===== src/rtl/message_pkg.sv =====
// Shared types and constants for the message scroller and its display path.
package message_pkg;

  localparam int SYM_W     = 5;
  localparam int IDX_W     = 4;
  localparam int ROM_DEPTH = 16;

  typedef enum logic {
    FILL,
    RUN
  } state_t;

  localparam logic [SYM_W-1:0] BLANK_SYM = 5'h1F;

  // Single conditional subtract: callers keep sum below 2*len.
  function automatic logic [IDX_W-1:0] wrap_idx(input logic [5:0] sum, input logic [5:0] len);
    return (sum >= len) ? IDX_W'(sum - len) : IDX_W'(sum);
  endfunction

endpackage


===== src/rtl/message_scroller_tick_gen.sv =====
// Prescaler producing one tick every TICK_DIV enabled cycles; clr holds it at zero.
module tick_gen #(
  parameter int TICK_DIV = 12_000_000
) (
  input  logic clk,
  input  logic reset_n,
  input  logic clr,
  input  logic en,
  output logic tick
);

  localparam int CNT_W = $clog2(TICK_DIV);
  localparam logic [CNT_W-1:0] LAST = CNT_W'(TICK_DIV - 1);

  logic [CNT_W-1:0] count;

  assign tick = en && !clr && (count == LAST);

  // NOTE: sequential state uses non-blocking assignments so every register
  // samples pre-edge values regardless of block ordering.
  always_ff @(posedge clk or negedge reset_n) begin
    if (!reset_n) begin
      count <= '0;
    end else if (clr) begin
      count <= '0;
    end else if (en) begin
      count <= (count == LAST) ? '0 : count + 1'b1;
    end
  end

endmodule


===== src/rtl/message_scroller.sv =====
// Scrolls a DIGITS-wide symbol window over an external MSG_LEN-symbol ROM.
// Define MESSAGE_SCROLL_DIR_EN to add the dir port and reverse scrolling.
module message_scroller
  import message_pkg::*;
#(
  parameter int MSG_LEN  = 10,
  parameter int DIGITS   = 3,
  parameter int TICK_DIV = 12_000_000
) (
  input  logic                      clk,
  input  logic                      reset_n,
  input  logic                      en,
`ifdef MESSAGE_SCROLL_DIR_EN
  input  logic                      dir,
`endif
  output logic [IDX_W-1:0]          index,
  input  logic [SYM_W-1:0]          value,
  output logic [DIGITS*SYM_W-1:0]   window,
  output logic                      window_valid,
  output logic                      step
);

  localparam int WIN_W = DIGITS * SYM_W;
  localparam logic [5:0] LEN6    = 6'(MSG_LEN);
  localparam logic [5:0] FWD_OFS = 6'(DIGITS);
  localparam logic [5:0] REV_OFS = 6'(MSG_LEN - 1);
  localparam logic [IDX_W-1:0] FILL_LAST = IDX_W'(DIGITS - 1);

  state_t           state;
  logic [IDX_W-1:0] head;
  logic [IDX_W-1:0] fill_cnt;
  logic             tick;
  logic [IDX_W-1:0] fwd_idx;

  tick_gen #(
    .TICK_DIV(TICK_DIV)
  ) u_tick_gen (
    .clk    (clk),
    .reset_n(reset_n),
    .clr    (state == FILL),
    .en     (en),
    .tick   (tick)
  );

  // Forward fetch address is also the head successor's right-hand symbol.
  assign fwd_idx = wrap_idx({2'b00, head} + FWD_OFS, LEN6);

  // NOTE: index gets a default before the branches so no latch is inferred.
  always_comb begin
    index = fill_cnt;
    if (state == RUN) begin
`ifdef MESSAGE_SCROLL_DIR_EN
      index = dir ? wrap_idx({2'b00, head} + REV_OFS, LEN6) : fwd_idx;
`else
      index = fwd_idx;
`endif
    end
  end

  always_ff @(posedge clk or negedge reset_n) begin
    if (!reset_n) begin
      state        <= FILL;
      head         <= '0;
      fill_cnt     <= '0;
      window       <= '0;
      window_valid <= 1'b0;
      step         <= 1'b0;
    end else begin
      step <= tick;
      case (state)
        FILL: begin
          window   <= {window[WIN_W-SYM_W-1:0], value};
          fill_cnt <= fill_cnt + 1'b1;
          if (fill_cnt == FILL_LAST) begin
            state        <= RUN;
            window_valid <= 1'b1;
          end
        end
        RUN: begin
          if (tick) begin
`ifdef MESSAGE_SCROLL_DIR_EN
            if (dir) begin
              window <= {value, window[WIN_W-1:SYM_W]};
              head   <= wrap_idx({2'b00, head} + REV_OFS, LEN6);
            end else begin
              window <= {window[WIN_W-SYM_W-1:0], value};
              head   <= wrap_idx({2'b00, head} + 6'd1, LEN6);
            end
`else
            window <= {window[WIN_W-SYM_W-1:0], value};
            head   <= wrap_idx({2'b00, head} + 6'd1, LEN6);
`endif
          end
        end
        default: state <= FILL;
      endcase
    end
  end

endmodule


===== config.mk =====
export PLATFORM = sky130hd
export DESIGN_NAME = message_scroller
export DESIGN_NICKNAME = d
export VERILOG_FILES = /design/src/rtl/message_pkg.sv /design/src/rtl/message_scroller_tick_gen.sv /design/src/rtl/message_scroller.sv
export SDC_FILE = /design/constraint.sdc
export NUM_CORES = 1
export LEC_CHECK = 0
export ABC_CLOCK_PERIOD_IN_PS = 3050
export CORE_ASPECT_RATIO = 1.2
export CORE_MARGIN = 2
export CORE_UTILIZATION = 30
export CTS_CLUSTER_SIZE = 14
export DETAILED_ROUTE_END_ITERATION = 8
export DONT_BUFFER_PORTS = 1
export MAX_ROUTING_LAYER = met4
export SYNTH_ARGS = -nofsm -noshare
export SYNTH_HDL_FRONTEND = slang
export SYNTH_SLANG_ARGS = --single-unit

===== constraint.sdc =====
create_clock -name clk -period 3.05 [get_ports clk]
set_input_delay 0.61 -clock clk [delete_from_list [all_inputs] [get_ports clk]]
set_output_delay 0.61 -clock clk [all_outputs]
set_load 0.01 [all_outputs]

Word-level counts from Yosys, hierarchy flattened. Index checks and enable logic that the tools add are counted.

RAM bits: 0. Bits in latches: 0. Register bits: 50. Bits in read-only memories: 0. Output and inout port bits: 21. Memories: 0. Logic and storage cells: 34.

Reductions and logical operators: 4. Muxes and demuxes: 10. $mul: 0. Shift operators: 0. Equality and inequality tests: 4. Add/sub/neg operators: 6. $lt $le $gt $ge: 2. Bitwise logic cells: 1. Div/mod/pow operators: 0.

Operators with widths (count): 2-to-1 mux 24 bit (3); one-hot mux 15 bit (2 select lines) (1); adder 24 x 1 -> 24 bit (second input constant) (1); == test 24 bit (second input constant) (1); 2-to-1 mux 15 bit (1); 2-to-1 mux 4 bit (3); greater-or-equal comparator 5 x 4 -> 1 bit (second input constant) (2); subtractor 4 bit (second input constant) (2); adder 4 x 1 -> 5 bit (second input constant) (1); adder 4 x 2 -> 5 bit (second input constant) (1); adder 4 x 1 -> 4 bit (second input constant) (1); == test 4 x 2 -> 1 bit (second input constant) (1); AND reduction 2 bit (2); logical AND 1 bit (2); 2-to-1 mux 1 bit (2); inequality test 2 x 1 -> 1 bit (second input constant) (1); inequality test 2 bit (second input constant) (1); NOT 1 bit (1).

Longest topological paths before layout. Gate-level depths: netlist (run 1).

Depth after elaboration: 4. Mapped depth: 10.

Cells and area by module. A second synthesis (run 1) with hierarchy kept.

Cell total of the unflattened synthesis: 304. Area, all modules: 2964.1 um^2.

Modules (own cells, without submodules): tick_gen (cells each 174, instances 1, area an instance 1530.2 um^2, seq. area each 600.6 um^2); message_scroller (cells each 130, instances 1, area an instance 1433.9 um^2, seq. area each 650.6 um^2).

Least setup slack after synthesis (run 1). Ideal clock, no wire load.

Path kind: register -> output. Start: register head[0]. End: output port index[1]. Stages on the path, launching flop included: 10. Path buffers: 1. Path slack: 286 ps. Data arrival time: 2154 ps. Data required time: 2440 ps. Cell sequence: dfrtp_1 clkbuf_1 inv_1 ha_1 xor2_1 ha_1 nor3_1 nor4_1 xnor2_1 a21oi_1.

Cells in the longest elaborated chain, start to end: 4. Elaborated cells between the ends (all ways): 5.

RTL lines: start: declaration (line message_scroller.sv:30) `logic [IDX_W-1:0] head;`; start signal: assignment (line message_scroller.sv:91) `head <= wrap_idx({2'b00, head} + 6'd1, LEN6);`; adder 4 x 2 -> 5 bit (*) (line message_scroller.sv:46) `assign fwd_idx = wrap_idx({2'b00, head} + FWD_OFS, LEN6);`; subtractor 4 bit or greater-or-equal comparator 5 x 4 -> 1 bit (tied branches) (line message_pkg.sv:17) `return (sum >= len) ? IDX_W'(sum - len) : IDX_W'(sum);`; 2-to-1 mux 4 bit (*) (line message_pkg.sv:17); 2-to-1 mux 4 bit (*) (line message_scroller.sv:51) `if (state == RUN) begin`; end: declaration (line message_scroller.sv:16) `output logic [IDX_W-1:0] index,`.

Mark *: on every way between the ends. The rest lies on a longest branch, timed or not.

Final worst setup path (run 1).
Start: register head[1]. End: output port index[1].

Same word-level chain as after synthesis.

==> results.py, run 1 <==
metrics = {
    "status": {
        "outcome": "completed",
    },
    "logic_synthesis": {
        "synthCells": 297,
        "synth_top_family_by_area": "simple AND/OR/NAND/NOR gates",
        "yosysWarningCount": 0,
        "synth-xor-area-share_pct": 4.29,
        "ys_ff_latch": 50,
        "syn_area_sq_um": 2860,
        "synthSimpleGateAreaFrac_pct": 20.6,
        "syn_avg_cell_area_sq_um": 9.63,
        "synth.area.mux_share_pct": 7.04,
        "synth-edff-count": 0,
        "synth-compound-area-share_pct": 15.9,
        "synth_seq_area_share_pct": 43.7,
        "async_reset_ff_share_pct": 100,
        "synth_top_flop_cell": "dfrtp_1",
        "syn-num-nets": 314,
        "ys_types": 47,
        "synthAdderAreaFrac_pct": 3.94,
    },
    "cells_and_area": {
        "seqCellArea_sq_um": 1250,
        "multi_input_area_sq_um": 1550,
        "layout_commonest_cell": "dfrtp_1",
        "fillers": 973,
        "final_cell_mix": "49 x dfrtp_1, 24 x nand2_1, 17 x nor2_1, 17 x mux2_2, 14 x o21ai_0",
        "design_area_sq_um": 3280,
        "synthToLayoutAreaGrowth_pct": 14.7,
        "diodes": 0,
        "layout.nets": 315,
        "drive_above_1_share_pct": 17.4,
        "fin_util_pct": 34.8,
    },
    "sta": {
        "fin_crit_ns": 2.91,
        "slew_viol_final": 0,
        "fmax_mhz": 344,
        "final.setup.worst_slack_ns": 0.141,
        "fin_crit_sh_pct": 95.4,
        "setup_viol": 0,
        "fin_worst_skew_ns": 0.00529,
        "fin_tns_setup_ns": 0,
        "relSlewSlack_pct": 18.3,
        "tightestPinTransition_ns": 1.22,
        "hold_viol": 0,
    },
    "critical_path": {
        "r2r-end": "head[2]$_DFFE_PN0P_",
        "critical_path_class": "reg2out",
        "critPathCaptureType": "output port",
        "r2r_cells": 4,
        "r2r-start": "u_tick_gen.count[15]$_DFFE_PN0P_",
        "cp-start-kind": "flip-flop",
        "critPathRequiredTime_ns": 2.44,
        "rrSetupSlack_ns": 0.37,
        "crit_path_max_fanout": 7,
        "critical_path_arrival_ns": 2.30,
    },
    "grt": {
        "met3_usage_pct": 2.38,
        "antenna_found_initial": 0,
        "grt.met1_usage_pct": 17.3,
        "grt_usage_pct": 14.3,
        "busiest_layer": "met2",
        "met2_usage_pct": 23.5,
        "grt_pass1_vias": 2232,
        "grt_first_pass_wirelength_mm": 11.4,
        "grt_max_degree": 35,
        "gr-total-overflow": 0,
    },
    "clock_network": {
        "cts_buffers": 5,
        "insertion_delay_ns": 0.29,
        "htreeDepth": 2,
        "clkTransAtPathRegs_ns": 0.07,
        "cts_tree": "done",
        "clock-sinks": 50,
        "clock_path_buffers": 2,
        "root_buffer": "clkbuf_16",
    },
    "power": {
        "power_switching_share_pct": 27.8,
        "intPower_mw": 1.12,
        "vdd_drop_max_v": 0.000263,
        "leakagePower_nw": 1.27,
        "power_frac_seq_pct": 49.3,
        "p_sw_uw": 430,
        "powerDensity_nw_per_um2": 472,
        "combPwrFrac_pct": 12.9,
        "p_clk_share_pct": 37.8,
    },
    "flow_run": {
        "drv_cap": 0,
    },
    "floorplanning": {
        "core-area_sq_um": 9420,
        "fp-row-count": 39,
        "dieArea_sq_um": 10300,
        "die_y_um": 111,
        "io_pins": 29,
        "die_w_um": 93.1,
        "initial_utilization_pct": 30.4,
    },
    "routing": {
        "vias": 2274,
        "vias_per_cell": 5.39,
        "drc": 0,
        "firstDrtPassIters": 4,
        "final_antenna_net_count": 0,
        "avgRoutedWirePerCell_um": 16.3,
        "routed_wl_mm": 6.88,
        "drt_iter0_drc": 112,
    },
    "place": {
        "portBuffers": 0,
        "placed_area_sq_um": 2980,
        "hpwl_mm": 4.42,
        "routabilityCongestion": 0.869,
        "place_ws_ns": 0.0737,
    },
    "hold_path": {
        "hp-class": "in2async",
    },
}
==> power by group through the flow <==
stage	clock network (mW)	registers (mW)	logic, mW
2_1_floorplan	0	0.763	0.135
3_3_place_gp	0	0.777	0.152
3_5_place_dp	0	0.778	0.159
4_1_cts	0.603	0.766	0.172
5_1_grt	0.629	0.772	0.228
6_report	0.586	0.764	0.200
==> worst max-delay path: stages, from the launching register on <==
cell and delay (ns):
dfrtp_2 0.45, inv_1 0.09, ha_2 0.24, xor2_2 0.24, ha_4 0.21, nor3_2 0.06
nor4_2 0.26, buf_4 0.17, xnor2_1 0.07, a21oi_2 0.21
==> synthesized netlist by cell type, types with 2 or more instances <==
cell       count  area share [%]
clkbuf_1      16             2.1
buf_2          4            0.70
nand4_1        6             1.3
nand3b_1       2            0.52
o21ai_0       14             2.4
a2bb2oi_1      3            0.92
o22ai_1        7             1.5
xor2_1         4             1.2
nand2b_1       2            0.44
nor3b_1        2            0.52
inv_1          9             1.2
or3_1          6             1.3
a21boi_0       8             2.1
o21a_1        11             2.9
nand2_1       24             3.1
nand3_1        7             1.2
or2_2          2            0.44
a31oi_1        3            0.66
and4_1         2            0.61
ha_1           9             3.9
and3_1         3            0.66
nor3_1         8             1.4
nor4_1         9             2.0
or4_1          8             2.1
a21oi_1        9             1.6
nor2_1        17             2.2
o211ai_1       2            0.52
mux2_2        17             6.7
xnor2_1       10             3.1
nand4b_1       6             1.8
o31ai_1        2            0.52
dfrtp_1       50              44
==> worst max-delay path by stage <==
| stage | start | end | slack (ns) | depth (start not counted) |
|---|---|---|---|---|
| 6_report | head[1]$_DFFE_PN0P_ | index[1] | 0.14 | 9 |
| 5_1_grt | head[1]$_DFFE_PN0P_ | index[3] | -0.02 | 10 |
| 4_1_cts | head[1]$_DFFE_PN0P_ | index[2] | 0.02 | 8 |
| 3_5_place_dp | head[1]$_DFFE_PN0P_ | index[1] | 0.07 | 8 |
| 3_3_place_gp | head[1]$_DFFE_PN0P_ | index[1] | 0.24 | 8 |
| 2_1_floorplan | head[0]$_DFFE_PN0P_ | index[1] | 0.29 | 9 |
==> layer usage <==
layer,wire (um),up-vias,share of wire [%]
met3,202,10,2.9
li1,-,1084,-
met1,2960,1136,43
met2,3560,44,52
met5,0,-,0
met4,161,0,2.3
==> through the flow <==
step | hold WS (ns) | power (mW) | cells
finish | 0.132 | 1.55 | 422
global placement | 0.318 | 0.929 | 406
detailed placement | 0.318 | 0.937 | 406
floorplan | 0.314 | 0.899 | 297
global route | 0.135 | 1.63 | 422
CTS | 0.000768 | 1.54 | 417
==> layout make-up <==
cell class	count	share of cell area (%)
multi-input combinational	216	47.1
clock buffer	5	3.81
clock inverter	3	0.877
tap	123	4.69
timing repair buffer	16	4.27
sequential	50	38.2
inverter	9	1.03
==> sequential cells by signal (all words and copies together), names as in the netlist <==
signal            count
window_valid          1
head                  4
step                  1
fill_cnt              4
u_tick_gen.count     24
window               15
state                 1
==> repair_timing <==
| item | CTS | global route |
|---|---|---|
| endpoints found under the hold margin | 14 | 25 |
| pin swaps | 2 | 2 |
| endpoints found under the setup margin | 2 | 3 |
| gates cloned | 0 | 0 |
| hold buffers | 2 | 2 |
| buffers inserted | 1 | 3 |
| gates resized for setup | 5 | 7 |
==> logic make-up after synthesis <==
kind of cell    Yosys count
mux                      18
compound gates           68
simple gates            107
xor+xnor                 14
buf+inv                  31
flops                    50
fa+ha+maj                 9
No activity file was read; power rests on OpenSTA's default activity.
==> inputs of run 2 (changes only) <==
--- a/config.mk
+++ b/config.mk
@@ -13,6 +13,8 @@
 export DETAILED_ROUTE_END_ITERATION = 8
 export DONT_BUFFER_PORTS = 1
 export MAX_ROUTING_LAYER = met4
+export SETUP_SLACK_MARGIN = 0.5
+export SLEW_MARGIN = 5
 export SYNTH_ARGS = -nofsm -noshare
 export SYNTH_HDL_FRONTEND = slang
 export SYNTH_SLANG_ARGS = --single-unit
==> run 2 against run 1 <==
Against the previous run:
- count of clock-buffer cells in the layout did not move
- global-route usage fell by 0.62 points
- clock power fell by 2%
- cell area rose by 1.3%
- core utilization rose by 0.45 points
- flip-flop and latch count did not move
- power fell by 0.38%
- largest power group unchanged
==> results.py, run 2 (same netlist as run 1, synthesis figures left out) <==
metrics = {
    "status": {
        "outcome": "completed",
    },
    "cells_and_area": {
        "diodes": 0,
        "layout_commonest_cell": "dfrtp_1",
        "layout.nets": 316,
        "top_regs": "u_tick_gen.count (24), window (15)",
        "fin_util_pct": 35.3,
        "drive_above_1_share_pct": 21.0,
        "design_area_sq_um": 3320,
        "final_cell_mix": "48 x dfrtp_1, 24 x nand2_1, 17 x mux2_2",
        "regMostFlops": "u_tick_gen.count",
        "stdcell_count": 423,
        "synthToLayoutAreaGrowth_pct": 16.2,
        "fillers": 937,
        "largest_register_ffs": 24,
    },
    "sta": {
        "relSlewSlack_pct": 62.1,
        "fin_worst_skew_ns": 0.00676,
        "final.setup.worst_slack_ns": 0.414,
        "setup_viol": 0,
        "fin_crit_ns": 2.64,
        "fmax_mhz": 379,
        "tightestPinTransition_ns": 0.567,
        "whs_ns": 0.144,
        "fin_crit_sh_pct": 86.4,
        "hold_viol": 0,
        "rsz0062_at_grt": "yes",
        "slew_viol_final": 0,
        "fin_tns_setup_ns": 0,
    },
    "place": {
        "placed_area_sq_um": 3000,
        "place_ws_ns": 0.374,
        "routabilityCongestion": 0.784,
        "hpwl_mm": 4.30,
        "portBuffers": 0,
        "placedCellCount": 406,
    },
    "critical_path": {
        "path_depth": 8,
        "crit_path_max_fanout": 5,
        "r2r_cells": 4,
        "critPathRequiredTime_ns": 2.44,
        "rrSetupSlack_ns": 0.56,
        "crit_family": "flip-flops",
        "path_buf_inv": 1,
        "r2r-start": "u_tick_gen.count[22]$_DFFE_PN0P_",
        "critPathCaptureType": "output port",
        "critical_path_class": "reg2out",
        "r2r-end": "head[2]$_DFFE_PN0P_",
        "cpMaxStageDelayCell": "dfrtp_2",
        "cpMostUsedCell": "ha_4",
        "critical_path_arrival_ns": 2.03,
        "cp-start-kind": "flip-flop",
        "crit_chain": "inv_2 -> ha_4 -> xor2_4 -> ha_4 -> o31ai_2 -> nor4_2 -> o221ai_1 -> o21a_1",
        "slowest_delay_ns": 0.41,
    },
    "power": {
        "vdd_drop_max_v": 0.000274,
        "total_power_mw": 1.54,
        "powerDensity_nw_per_um2": 465,
        "leakagePower_nw": 1.29,
    },
    "clock_network": {
        "clock-sinks": 50,
        "clkTransAtPathRegs_ns": 0.07,
        "insertion_delay_ns": 0.29,
        "htreeDepth": 2,
        "cts_tree": "done",
        "cts_buffers": 5,
        "root_buffer": "clkbuf_16",
        "clock_path_buffers": 2,
    },
    "flow_run": {
        "drv_cap": 0,
    },
    "routing": {
        "vias": 2293,
        "drc": 0,
        "avgRoutedWirePerCell_um": 15.7,
        "firstDrtPassIters": 4,
        "drt_iter0_drc": 185,
        "routed_wl_mm": 6.62,
        "vias_per_cell": 5.42,
        "final_antenna_net_count": 0,
    },
    "grt": {
        "gr-total-overflow": 0,
        "grt_max_degree": 51,
        "grt_first_pass_wirelength_mm": 11.2,
        "grt_usage_pct": 13.6,
        "antenna_found_initial": 0,
        "grt_pass1_vias": 2236,
    },
    "floorplanning": {
        "die_w_um": 93.1,
        "initial_utilization_pct": 30.4,
        "dieArea_sq_um": 10300,
        "core-area_sq_um": 9420,
        "io_pins": 29,
        "fp-row-count": 39,
        "die_y_um": 111,
    },
    "hold_path": {
        "hp-class": "in2async",
    },
}
run 2: cell count changes in the layout (fill, tap and decap cells not counted), sizes merged:
cell	previous run	this run
dlygate4sd3	3	1
buf	13	16
run 2: how the worst max path moves through the flow:
stage / start / endpoint / slack [ns]
final: head[1]$_DFFE_PN0P_ / index[2] / 0.41
after global routing: head[0]$_DFFE_PN0P_ / index[1] / 0.27
after CTS: head[1]$_DFFE_PN0P_ / index[1] / 0.36
after detailed placement: head[1]$_DFFE_PN0P_ / index[2] / 0.37
after global placement: head[1]$_DFFE_PN0P_ / index[2] / 0.47
after floorplan: head[0]$_DFFE_PN0P_ / index[2] / 0.51
run 2: timing repair:
action,in CTS,in global routing
endpoints found under the hold margin,0,40
buffers inserted,6,1
resized for setup,10,9
hold buffers,0,2
endpoints found under the setup margin,20,30
pin swaps,7,5
run 2: area by class of cell:
| type | count | area [sq um] | share of cell area, % |
|---|---|---|---|
| Clock inverter | 3 | 26.3 | 0.791 |
| Clock buffer | 5 | 125 | 3.77 |
| Timing Repair Buffer | 17 | 150 | 4.52 |
| Tap cell | 123 | 154 | 4.63 |
| Sequential cell | 50 | 1250 | 37.7 |
| Multi-Input combinational cell | 216 | 1580 | 47.6 |
| Inverter | 9 | 33.8 | 1.02 |
run 2: power by group:
group          internal (mW)  switching, mW  leakage [nW]
logic                 0.0991          0.103         0.599
registers              0.711         0.0580         0.615
clock network          0.312          0.262        0.0748
total                   1.12          0.423          1.29
run 2: worst register-to-register path: cells and delay by family, from the launching register on:
kind               cells  cell delay (ns)
AOI/OAI and AO/OA      1             0.26
and+or+nand+nor        3             1.69
DFF                    1             0.41
run 2: per-layer routing:
layer	up-vias	share of wire, %	track usage, %
li1	1090	-	-
met1	1133	45	17.8
met2	58	49	21.6
met3	12	3.5	2.58
met4	0	1.7	3.82
met5	-	0	-
==> inputs of run 3 (changes only) <==
--- a/config.mk
+++ b/config.mk
@@ -7,9 +7,8 @@
 export LEC_CHECK = 0
 export ABC_CLOCK_PERIOD_IN_PS = 3050
 export CORE_ASPECT_RATIO = 1.2
-export CORE_MARGIN = 2
+export CORE_MARGIN = 8
 export CORE_UTILIZATION = 30
-export CTS_CLUSTER_SIZE = 14
 export DETAILED_ROUTE_END_ITERATION = 8
 export DONT_BUFFER_PORTS = 1
 export MAX_ROUTING_LAYER = met4
==> run 3 against run 2 <==
Against the previous run:
- register-to-register slack improved by 0.11 ns
- clock power rose by 14%
- core utilization rose by 0.20 points
- die area rose by 25%
==> results.py, run 3 (same netlist as run 1, synthesis figures left out) <==
metrics = {
    "status": {
        "outcome": "completed",
    },
    "critical_path": {
        "slowest_delay_ns": 0.37,
        "crit_path_max_fanout": 7,
        "cpMaxStageDelayCell": "dfrtp_2",
        "crit_chain": "inv_2 -> ha_4 -> xor2_4 -> ha_4 -> o41ai_2 -> nor4_4 -> o221ai_1 -> o21a_1",
        "cp-start-kind": "flip-flop",
        "cpMostUsedCell": "ha_4",
        "critical_path_arrival_ns": 2.07,
        "critical_path_class": "reg2out",
        "critPathRequiredTime_ns": 2.44,
        "critPathCaptureType": "output port",
    },
    "sta": {
        "fin_crit_sh_pct": 87.8,
        "fin_crit_ns": 2.68,
        "fmax_mhz": 373,
        "slew_viol_final": 0,
        "tightestPinTransition_ns": 0.626,
        "fin_worst_skew_ns": 0.00496,
        "rsz0062_at_grt": "yes",
        "fin_tns_setup_ns": 0,
        "setup_viol": 0,
        "hold_viol": 0,
        "relSlewSlack_pct": 58.1,
    },
    "routing": {
        "avgRoutedWirePerCell_um": 15.5,
        "met2_wirelength_mm": 3.18,
        "firstDrtPassIters": 4,
        "vias": 2220,
        "route.met3.wl_um": 328,
        "vias_per_cell": 5.29,
        "final_antenna_net_count": 0,
        "routed_wl_mm": 6.50,
        "drc": 0,
        "drt-met1-wl_mm": 2.90,
        "drt_iter0_drc": 110,
        "top_layer": "met4",
    },
    "power": {
        "leakagePower_nw": 1.28,
        "total_power_mw": 1.62,
        "powerDensity_nw_per_um2": 485,
        "vdd_drop_max_v": 0.000387,
    },
    "clock_network": {
        "clock_path_buffers": 2,
        "cts_buffers": 5,
        "root_buffer": "clkbuf_16",
        "htreeDepth": 2,
        "clkTransAtPathRegs_ns": 0.07,
        "insertion_delay_ns": 0.29,
        "clock-sinks": 50,
        "cts_tree": "done",
    },
    "place": {
        "routabilityCongestion": 0.821,
        "portBuffers": 0,
        "hpwl_mm": 4.26,
    },
    "cells_and_area": {
        "diodes": 0,
        "synthToLayoutAreaGrowth_pct": 16.8,
        "drive_above_1_share_pct": 20.5,
        "layout_commonest_cell": "dfrtp_1",
        "final_cell_mix": "47 x dfrtp_1, 24 x nand2_1, 17 x mux2_2",
        "layout.nets": 313,
        "largest_register_ffs": 24,
        "fillers": 928,
        "top_regs": "u_tick_gen.count (24), window (15)",
        "regMostFlops": "u_tick_gen.count",
    },
    "grt": {
        "grt_first_pass_wirelength_mm": 10.8,
        "grt_usage_pct": 10.4,
        "gr-total-overflow": 0,
        "antenna_found_initial": 0,
        "grt_max_degree": 51,
        "grt_pass1_vias": 2163,
    },
    "flow_run": {
        "drv_cap": 0,
    },
    "floorplanning": {
        "initial_utilization_pct": 30.4,
        "io_pins": 29,
        "dieArea_sq_um": 12900,
        "core-area_sq_um": 9420,
        "die_y_um": 123,
        "die_w_um": 105,
        "fp-row-count": 39,
    },
    "hold_path": {
        "hp-class": "in2async",
    },
}
[run 3: timing repair]
action                                  CTS  global route
buffers inserted                          4             0
endpoints found under the setup margin   20            32
pin swaps                                 5             8
hold buffers                              0             2
endpoints found under the hold margin     0            38
gates resized for setup                  12            10
[run 3: area by class of cell]
| type | count | area (sq um) | share of cell area, % |
|---|---|---|---|
| Clock buffer | 5 | 125 | 3.74 |
| Sequential cell | 50 | 1250 | 37.6 |
| Multi-Input combinational cell | 216 | 1600 | 47.8 |
| Timing Repair Buffer | 14 | 128 | 3.82 |
| Tap cell | 123 | 154 | 4.61 |
| Inverter | 9 | 33.8 | 1.01 |
| Clock inverter | 3 | 47.5 | 1.42 |
[run 3: report_power, final]
group	total [mW]	internal (mW)	switching, mW
Combinational	0.203	0.0989	0.104
Clock	0.651	0.393	0.257
Sequential	0.767	0.711	0.0562
Total	1.62	1.20	0.417
[run 3: through the flow]
step	hold slack (ns)	area (sq um)	util (%)	setup WS, ns	cells
2_1_floorplan	0.314	2900	-	0.506	297
3_3_place_gp	0.319	3000	31.9	0.404	406
3_5_place_dp	0.320	3000	31.9	0.324	406
4_1_cts	0.00509	3260	34.6	0.356	418
5_1_grt	0.155	3340	35.5	0.302	420
6_report	0.141	3340	35.5	0.372	420
[run 3: critical path: cells and delay by family (launching register included)]
family / cells / cell delay [ns]
AO/OA/AOI/OAI: 3 / 0.70
AND/OR/NAND/NOR: 1 / 0.09
adder cells (fa/ha/maj): 2 / 0.38
buffers and inverters: 1 / 0.05
XOR/XNOR: 1 / 0.19
flip-flops: 1 / 0.37
[run 3: final timing paths]
| kind | start | end | slack, ns | cells past startpoint |
|---|---|---|---|---|
| worst max-delay path | head[1]$_DFFE_PN0P_ | index[2] | 0.37 | 8 |
| worst min-delay path | reset_n | head[2]$_DFFE_PN0P_ | 0.14 | 1 |
| worst max register to register | u_tick_gen.count[15]$_DFFE_PN0P_ | u_tick_gen.count[17]$_DFFE_PN0P_ | 0.67 | 6 |
| worst min register to register | fill_cnt[3]$_DFFE_PN0N_ | fill_cnt[3]$_DFFE_PN0N_ | 0.53 | 1 |
| max in group asynchronous | reset_n | u_tick_gen.count[15]$_DFFE_PN0P_ | 1.87 | 1 |
| min in group clk | en | u_tick_gen.count[13]$_DFFE_PN0P_ | 0.43 | 1 |
[run 3: per-layer routing]
layer | vias up | GRT usage (%)
met1 | 1082 | 12.4
met5 | - | -
met3 | 6 | 2.45
met2 | 43 | 17.2
met4 | 0 | 3.49
li1 | 1089 | -
